<file path="config.mk">
export PLATFORM = sky130hd
export DESIGN_NAME = gate_share_arbiter
export DESIGN_NICKNAME = d
export VERILOG_FILES = /design/src/rtl/gate_share_arbiter.sv
export SDC_FILE = /design/constraint.sdc
export NUM_CORES = 1
export LEC_CHECK = 0
export ABC_AREA = 0
export CAP_MARGIN = 20
export CORE_MARGIN = 3
export CORE_UTILIZATION = 45
export DETAILED_ROUTE_END_ITERATION = 6
export PLACE_DENSITY = 0.78
export SETUP_SLACK_MARGIN = 0.15
export SLEW_MARGIN = 5
export SYNTH_ARGS = -nofsm -noshare
export SYNTH_HDL_FRONTEND = slang
export SYNTH_SLANG_ARGS = --single-unit
</file>
<file path="constraint.sdc">
create_clock -name clk -period 2.7 [get_ports clk]
set_input_delay 0.54 -clock clk [delete_from_list [all_inputs] [get_ports clk]]
set_output_delay 0.54 -clock clk [all_outputs]
set_load 0.02 [all_outputs]
</file>
<file path="src/rtl/gate_share_arbiter.sv">
// gate_share_arbiter
// Round-robin arbiter that time-shares one external 2-input gate among
// NUM_REQ requesters. The winner's operands are captured on grant, driven
// onto the gate for HOLD_CYCLES cycles, then the gate output is sampled and
// returned with a one-hot done pulse. All outputs come straight from flops.
module gate_share_arbiter #(
  parameter int NUM_REQ     = 4,
  parameter int HOLD_CYCLES = 1,
  parameter int COUNT_W     = 8
) (
  input  logic               clk,
  input  logic               rst,
  input  logic [NUM_REQ-1:0] req,
  input  logic [NUM_REQ-1:0] op_a,
  input  logic [NUM_REQ-1:0] op_b,
  output logic [NUM_REQ-1:0] grant,
  output logic [NUM_REQ-1:0] done,
  output logic               result,
  output logic               busy,
  output logic               gate_in1,
  output logic               gate_in2,
  input  logic               gate_out,
  output logic [COUNT_W-1:0] txn_count
);

  localparam int IDX_W = $clog2(NUM_REQ);
  localparam int CNT_W = (HOLD_CYCLES > 1) ? $clog2(HOLD_CYCLES) : 1;

  typedef enum logic [1:0] {IDLE, EVAL, DONE} state_t;

  state_t             state_q, state_d;
  logic [IDX_W-1:0]   ptr_q, ptr_d;     // last winner; also the active requester in EVAL/DONE
  logic [CNT_W-1:0]   cnt_q, cnt_d;
  logic [NUM_REQ-1:0] grant_q, grant_d;
  logic [NUM_REQ-1:0] done_q, done_d;
  logic               result_q, result_d;
  logic               busy_q, busy_d;
  logic               in1_q, in1_d;
  logic               in2_q, in2_d;
  logic [COUNT_W-1:0] txn_q, txn_d;

  logic               found;
  logic [IDX_W-1:0]   win;
  int                 idx;

  // State and output registers; reset aborts any transaction in flight.
  always_ff @(posedge clk) begin
    if (rst) begin
      state_q  <= IDLE;
      ptr_q    <= IDX_W'(NUM_REQ - 1);
      cnt_q    <= '0;
      grant_q  <= '0;
      done_q   <= '0;
      result_q <= 1'b0;
      busy_q   <= 1'b0;
      in1_q    <= 1'b0;
      in2_q    <= 1'b0;
      txn_q    <= '0;
    end else begin
      state_q  <= state_d;
      ptr_q    <= ptr_d;
      cnt_q    <= cnt_d;
      grant_q  <= grant_d;
      done_q   <= done_d;
      result_q <= result_d;
      busy_q   <= busy_d;
      in1_q    <= in1_d;
      in2_q    <= in2_d;
      txn_q    <= txn_d;
    end
  end

  // Round-robin search starting just past the last winner, plus next-state logic.
  always_comb begin
    state_d  = state_q;
    ptr_d    = ptr_q;
    cnt_d    = cnt_q;
    grant_d  = '0;
    done_d   = '0;
    result_d = result_q;
    busy_d   = busy_q;
    in1_d    = in1_q;
    in2_d    = in2_q;
    txn_d    = txn_q;
    found    = 1'b0;
    win      = '0;
    idx      = 0;

    for (int off = 1; off <= NUM_REQ; off++) begin
      idx = (int'(ptr_q) + off) % NUM_REQ;
      if (!found && req[IDX_W'(idx)]) begin
        found = 1'b1;
        win   = IDX_W'(idx);
      end
    end

    case (state_q)
      IDLE: begin
        if (found) begin
          grant_d[win] = 1'b1;
          in1_d        = op_a[win];
          in2_d        = op_b[win];
          ptr_d        = win;
          cnt_d        = CNT_W'(HOLD_CYCLES - 1);
          busy_d       = 1'b1;
          state_d      = EVAL;
        end
      end
      EVAL: begin
        if (cnt_q != '0) begin
          cnt_d = cnt_q - 1'b1;
        end else begin
          result_d       = gate_out;
          done_d[ptr_q]  = 1'b1;
          txn_d          = txn_q + 1'b1;
          state_d        = DONE;
        end
      end
      DONE: begin
        busy_d  = 1'b0;
        state_d = IDLE;
      end
      default: state_d = IDLE;
    endcase
  end

  assign grant     = grant_q;
  assign done      = done_q;
  assign result    = result_q;
  assign busy      = busy_q;
  assign gate_in1  = in1_q;
  assign gate_in2  = in2_q;
  assign txn_count = txn_q;

endmodule
</file>
==> results of run 1 <==
sequential cells by signal, summed over array words and instances (netlist names):
| signal | cells |
|---|---|
| state_q | 2 |
| txn_count | 8 |
| result | 1 |
| gate_in2 | 1 |
| grant | 4 |
| busy | 1 |
| gate_in1 | 1 |
| ptr_q | 2 |
| done | 4 |
layout make-up:
cell class | instances | area [µm²] | area share (%)
multi-input cells | 89 | 610.6 | 40.43
flip-flops and latches | 24 | 480.5 | 31.81
repair buffers | 34 | 340.3 | 22.54
clock buffers | 4 | 36.28 | 2.403
well taps | 28 | 35.03 | 2.320
inverters | 2 | 7.507 | 0.4971
kinds of logic (layout without fill, tap and decap cells):
| group | after synthesis | count (layout) | synth area share [%] |
|---|---|---|---|
| compound gates | 19 | 19 | 13.41 |
| fa+ha+maj | 5 | 5 | 5.682 |
| simple gates | 53 | 53 | 25.11 |
| xor+xnor | 5 | 5 | 3.977 |
| flops | 24 | 24 | 43.64 |
| buf+inv | 5 | 40 | 1.818 |
| mux | 7 | 7 | 6.364 |
worst reg2reg max path, delay by kind of cell, from the launching register on:
kind / cells / cell delay (ns)
AOI/OAI and AO/OA: 4 / 0.87
and+or+nand+nor: 1 / 0.14
DFF: 1 / 0.51
adders and majority gates: 1 / 0.41
muxes: 1 / 0.15
buffers and inverters: 1 / 0.15
how the worst min path moves through the flow:
stage,startpoint,end,cells after the start
2_1_floorplan,state_q[0],busy,2
3_3_place_gp,txn_count[7],txn_count[7],2
3_5_place_dp,txn_count[7],txn_count[7],2
4_1_cts,txn_count[7],txn_count[7],2
5_1_grt,busy,busy,2
6_report,txn_count[7],txn_count[7],2
Yosys cell counts:
master and n:
a211o_1 1, a211o_2 1, a21oi_1 6, a221oi_1 2, a311oi_1 1, a31oi_1 1
and2_1 5, and3_1 1, and3_2 1, and3b_1 1, buf_2 1, clkbuf_1 2
dfxtp_1 24, ha_1 5, inv_1 2, mux2i_1 7, nand2_1 8, nand2b_1 5
nand3_1 3, nand4_1 3, nor2_1 16, nor2_2 1, nor2b_1 4, nor3_1 1
nor3b_2 1, nor4_1 1, o21ai_0 2, o21ai_4 1, o21bai_1 2, o2bb2ai_1 1
o311ai_2 1, or3_1 2, xnor2_1 1, xor2_1 4
routing by layer:
metal,track usage (%),vias to the layer above
met2,26.18,26
li1,-,482
met5,0,-
met1,19.40,430
met3,5.140,2
met4,3.125,0
per-stage QoR:
step | power [W] | hold WS [ns] | util (%) | instances
2_1_floorplan | 0.0005849 | 0.4842 | - | 118
3_3_place_gp | 0.0006734 | 0.4682 | 64.32 | 177
3_5_place_dp | 0.0006809 | 0.4858 | 64.32 | 177
4_1_cts | 0.0008708 | 0.5036 | 65.92 | 181
5_1_grt | 0.0009185 | 0.5356 | 66.36 | 181
6_report | 0.0008651 | 0.4952 | 66.36 | 181
power groups by stage:
| stage | logic, W | clock network [W] | registers, W |
|---|---|---|---|
| final | 0.000273 | 0.000185 | 0.000407 |
| after floorplan | 0.000147 | 0 | 0.000437 |
| after global placement | 0.000260 | 0 | 0.000413 |
| after global routing | 0.000301 | 0.000206 | 0.000412 |
| after CTS | 0.000269 | 0.000195 | 0.000407 |
| after detailed placement | 0.000266 | 0 | 0.000415 |
cells in the final DEF, fill, tap and decap left out, types with 4 or more instances in the layout:
cell             Yosys  final
nor2_1              16     16
nand2_1              8      8
and2_1               5      5
xor2_1               4      4
ha_1                 5      5
a21oi_1              6      5
nand2b_1             5      5
dfxtp_1             24     24
clkdlybuf4s50_1      0     34
nor2b_1              4      4
mux2i_1              7      7
timing repair:
action	CTS	global route
gates resized for setup	0	2
setup endpoints to repair	0	3
hold endpoints to repair	0	0
==> impl_metrics.env, run 1 <==
export IMPL_wl_met3_um=140
export IMPL_fill_cells=196
export IMPL_hold_viol=0
export IMPL_tns_ns=0
export IMPL_syn_inst=118
export IMPL_finalCritPeriodShare_pct=86.34
export IMPL_wl_per_cell_um=12.56
export IMPL_io_buffers=34
export IMPL_synth_seq_area_share_pct=43.64
export IMPL_dieWidth_um=55.47
export IMPL_ys_types=34
export IMPL_grt_pass1_wl_mm=3.974
export IMPL_drv_cap=0
export IMPL_rows=17
export IMPL_top_layer="met4"
export IMPL_place_congestion=0.7185
export IMPL_met1_length_um=990
export IMPL_cts_hold_buf=0
export IMPL_cpPeakStageDelay_ns=0.51
export IMPL_syn_nets=138
export IMPL_drc=0
export IMPL_r2r_slack_ns=0.37
export IMPL_wl_met2_mm=1.123
export IMPL_drt_pass1_iterations=3
export IMPL_worst_slack_ns=0.3689
export IMPL_tightest_slew_ns=0.6056
export IMPL_critPathRequiredTime_ns=2.93
export IMPL_drv_slew=0
export IMPL_p_per_area_nw_per_um2=572.8
export IMPL_clock_sinks=24
export IMPL_crit_end="gate_in2"
export IMPL_finClkSkew_ns=0.002072
export IMPL_worstHoldPathType="flop to flop"
export IMPL_clk_pin_slew_ns=0.12
export IMPL_areaGrowthSynthToFinish_pct=37.16
export IMPL_start_kind="flop"
export IMPL_critPathKind="flop to flop"
export IMPL_grt_max_degree=18
export IMPL_coreArea_um2=2276
export IMPL_synth_area_per_cell_um2=9.331
export IMPL_crit_path_end_kind="flop"
export IMPL_period_needed_ns=2.331
export IMPL_relSlewSlack_pct=59.50
export IMPL_chipHeight_um=55.47
export IMPL_numCtsBuffers=3
export IMPL_ios=35
export IMPL_outcome="completed"
export IMPL_worst_skew_pair_late_latency_ns=0.31
export IMPL_ir_drop_v=0.0004120
export IMPL_syn_area_um2=1101
export IMPL_timing_critical_path_from="ptr_q[0]"
export IMPL_dieArea_um2=3076
export IMPL_slowest_stage="dfxtp_1"
export IMPL_cp_depth=8
export IMPL_r2r_end="gate_in2"
export IMPL_wl_mm=2.273
export IMPL_rsz0062_at_grt="false"
export IMPL_power_frac_comb_pct=31.5
export IMPL_antenna_left=0
export IMPL_ys_ff_latch=24
export IMPL_cts_tree="built"
export IMPL_postCtsSetupRepairBufs=0
export IMPL_cp_cell_sequence="inv_1 -> ha_1 -> nand2b_1 -> a21oi_1 -> o311ai_2 -> o21ai_4 -> mux2i_1 -> a221oi_1"
export IMPL_synth_area_leaders="dfxtp_1 44%, mux2i_1 6.4%, ha_1 5.7%, nor2_1 5.5%, xor2_1 3.2%"
export IMPL_drt_iter0_drc=15
export IMPL_p_switching_w=0.0002695
export IMPL_critPathTopFamily="compound AO/OA/AOI/OAI gates"
export IMPL_r2r_start="ptr_q[0]"
export IMPL_swShare_pct=31.15
export IMPL_yosysTopAreaCell="dfxtp_1"
export IMPL_clock_root_buffer="clkbuf_4"
export IMPL_start_util_pct=48.38
export IMPL_internal_power_w=0.0005957
export IMPL_max_freq_mhz=429.0
export IMPL_ff2ff_path_depth=8
export IMPL_clock_path_buffers=2
export IMPL_worstPathMaxFanout=9
export IMPL_crit_buf_inv=1
export IMPL_grt_pass1_vias=901
export IMPL_yosysWarnings=0
export IMPL_setup_viol=0
export IMPL_pre_cts_ws_ns=0.2486
export IMPL_hpwl_mm=1.692
export IMPL_placed_area_um2=1464
export IMPL_yosysTopAreaCellShare_pct=43.64
export IMPL_grt_overflow_total=0
export IMPL_power_frac_clock_pct=21.4
export IMPL_grt_use_total_pct=15.59
export IMPL_antennaDiodeCount=0
export IMPL_cp_arrival_ns=2.56
export IMPL_power_leakage_nw=0.6017
export IMPL_h_tree_depth=1
export IMPL_via_per_inst=5.193
export IMPL_vias=940
export IMPL_seqPwrFrac_pct=47.0
export IMPL_final_nets=174
export IMPL_fin_area_um2=1510
export IMPL_antenna_found_initial=0
export IMPL_drive_gt1_share_pct=7.843
Note: power is estimated with default switching activity, not from simulation.
==> run 2, diff against run 1 <==
--- a/config.mk
+++ b/config.mk
@@ -6,11 +6,12 @@
 export NUM_CORES = 1
 export LEC_CHECK = 0
 export ABC_AREA = 0
+export ABC_CLOCK_PERIOD_IN_PS = 2700
 export CAP_MARGIN = 20
 export CORE_MARGIN = 3
 export CORE_UTILIZATION = 45
 export DETAILED_ROUTE_END_ITERATION = 6
-export PLACE_DENSITY = 0.78
+export PLACE_DENSITY = 0.88
 export SETUP_SLACK_MARGIN = 0.15
 export SLEW_MARGIN = 5
 export SYNTH_ARGS = -nofsm -noshare
==> run 2 against run 1 <==
Effect of this change:
- hold slack got worse by 0.0038 ns
- final area rose by 1.3%
- total power rose by 8.6%
- die area did not move
- sequential cell count did not move
- critical path depth did not move
- sequential share of layout area fell by 0.42 points
- largest cell class unchanged
==> impl_metrics.env, run 2 (synthesis results as in run 1) <==
export IMPL_p_per_area_nw_per_um2=613.8
export IMPL_h_tree_depth=1
export IMPL_largest_reg_flops=8
export IMPL_grt_use_total_pct=15.38
export IMPL_grt_max_degree=18
export IMPL_start_kind="flop"
export IMPL_clock_root_buffer="clkbuf_4"
export IMPL_outcome="completed"
export IMPL_drc=0
export IMPL_crit_path_end_kind="flop"
export IMPL_chipHeight_um=55.47
export IMPL_tightest_slew_ns=0.5824
export IMPL_worstPathMaxFanout=9
export IMPL_hpwl_mm=1.755
export IMPL_critPathKind="flop to flop"
export IMPL_place_congestion=0.7707
export IMPL_final_nets=175
export IMPL_period_needed_ns=2.338
export IMPL_antenna_left=0
export IMPL_ir_drop_v=0.0004236
export IMPL_wl_mm=2.285
export IMPL_vias=951
export IMPL_max_freq_mhz=427.8
export IMPL_ff2ff_path_depth=8
export IMPL_dieWidth_um=55.47
export IMPL_drt_pass1_iterations=4
export IMPL_drv_cap=0
export IMPL_grt_pass1_vias=920
export IMPL_cts_hold_buf=0
export IMPL_worstHoldPathType="flop to flop"
export IMPL_cts_resized=0
export IMPL_drt_iter0_drc=12
export IMPL_wl_per_cell_um=12.55
export IMPL_fin_util_pct=67.23
export IMPL_antennaDiodeCount=0
export IMPL_antenna_found_initial=0
export IMPL_fill_cells=183
export IMPL_numCtsBuffers=3
export IMPL_relSlewSlack_pct=61.05
export IMPL_tns_ns=0
export IMPL_dieArea_um2=3076
export IMPL_cts_tree="built"
export IMPL_grt_overflow_total=0
export IMPL_setup_viol=0
export IMPL_ios=35
export IMPL_drive_gt1_share_pct=7.792
export IMPL_power_leakage_nw=0.6135
export IMPL_io_buffers=34
export IMPL_rsz0062_at_grt="false"
export IMPL_clock_path_buffers=2
export IMPL_clock_sinks=24
export IMPL_clk_pin_slew_ns=0.14
export IMPL_start_util_pct=48.38
export IMPL_cp_arrival_ns=2.56
export IMPL_via_per_inst=5.225
export IMPL_areaGrowthSynthToFinish_pct=38.98
export IMPL_finalCritPeriodShare_pct=86.58
export IMPL_coreArea_um2=2276
export IMPL_drv_slew=0
export IMPL_grt_pass1_wl_mm=3.822
export IMPL_rows=17
export IMPL_final_common_cell="clkdlybuf4s50_1"
export IMPL_hold_viol=0
export IMPL_finClkSkew_ns=0.02045
export IMPL_final_cell_mix="34 x clkdlybuf4s50_1, 24 x dfxtp_1, 16 x nor2_1"
export IMPL_critPathRequiredTime_ns=2.92
export IMPL_holdWs_ns=0.4915
export IMPL_postCtsSetupRepairBufs=0
export IMPL_whs_path_depth=2
export IMPL_worst_skew_pair_late_latency_ns=0.32
[run 2: changes by cell type in the layout (fill, tap and decap cells not counted), sizes merged]
cell,before,now
clkbuf,4,3
buf,0,1
bufinv,0,1
[run 2: critical path: stages, from the launching register on]
cell,delay (ns)
dfxtp_1,0.50
inv_1,0.16
ha_1,0.41
nand2b_1,0.13
a21oi_1,0.08
o311ai_2,0.36
o21ai_4,0.18
mux2i_1,0.15
a221oi_1,0.29
[run 2: per-layer routing]
| metal | wire [µm] | track usage (%) |
|---|---|---|
| met4 | 14 | 6.597 |
| met1 | 967 | 17.22 |
| met3 | 143 | 3.972 |
| met2 | 1159 | 27.20 |
| met5 | 0 | 0 |
[run 2: metrics by stage]
stage	instance area, µm²	power, W	std cells	setup slack [ns]
3_3_place_gp	1471	0.0006722	178	0.3662
4_1_cts	1524	0.0009425	182	0.3163
6_report	1530	0.0009392	182	0.3623
5_1_grt	1530	0.0009886	182	0.2188
3_5_place_dp	1471	0.0006827	178	0.2461
2_1_floorplan	1101	0.0005849	118	0.5843
[run 2: cell type report]
class | count | area [µm²] | share of cell area, %
multi-input combinational | 89 | 606.8 | 39.66
timing repair buffer | 35 | 347.8 | 22.73
inverter | 2 | 7.507 | 0.4906
clock buffer | 3 | 22.52 | 1.472
sequential | 24 | 480.5 | 31.40
clock inverter | 1 | 30.03 | 1.962
tap | 28 | 35.03 | 2.289
[run 2: power by group]
| part | leakage (nW) | internal, W | switching (W) |
|---|---|---|---|
| combinational | 0.389 | 0.000131 | 0.000141 |
| sequential | 0.196 | 0.000384 | 0.0000240 |
| clock | 0.0279 | 0.000150 | 0.000110 |
[run 2: final timing paths]
check | end | startpoint | slack, ns
max | gate_in2 | ptr_q[0] | 0.36
min | txn_count[7] | txn_count[7] | 0.49
max reg2reg | gate_in2 | ptr_q[0] | 0.36
min reg2reg | txn_count[7] | txn_count[7] | 0.49
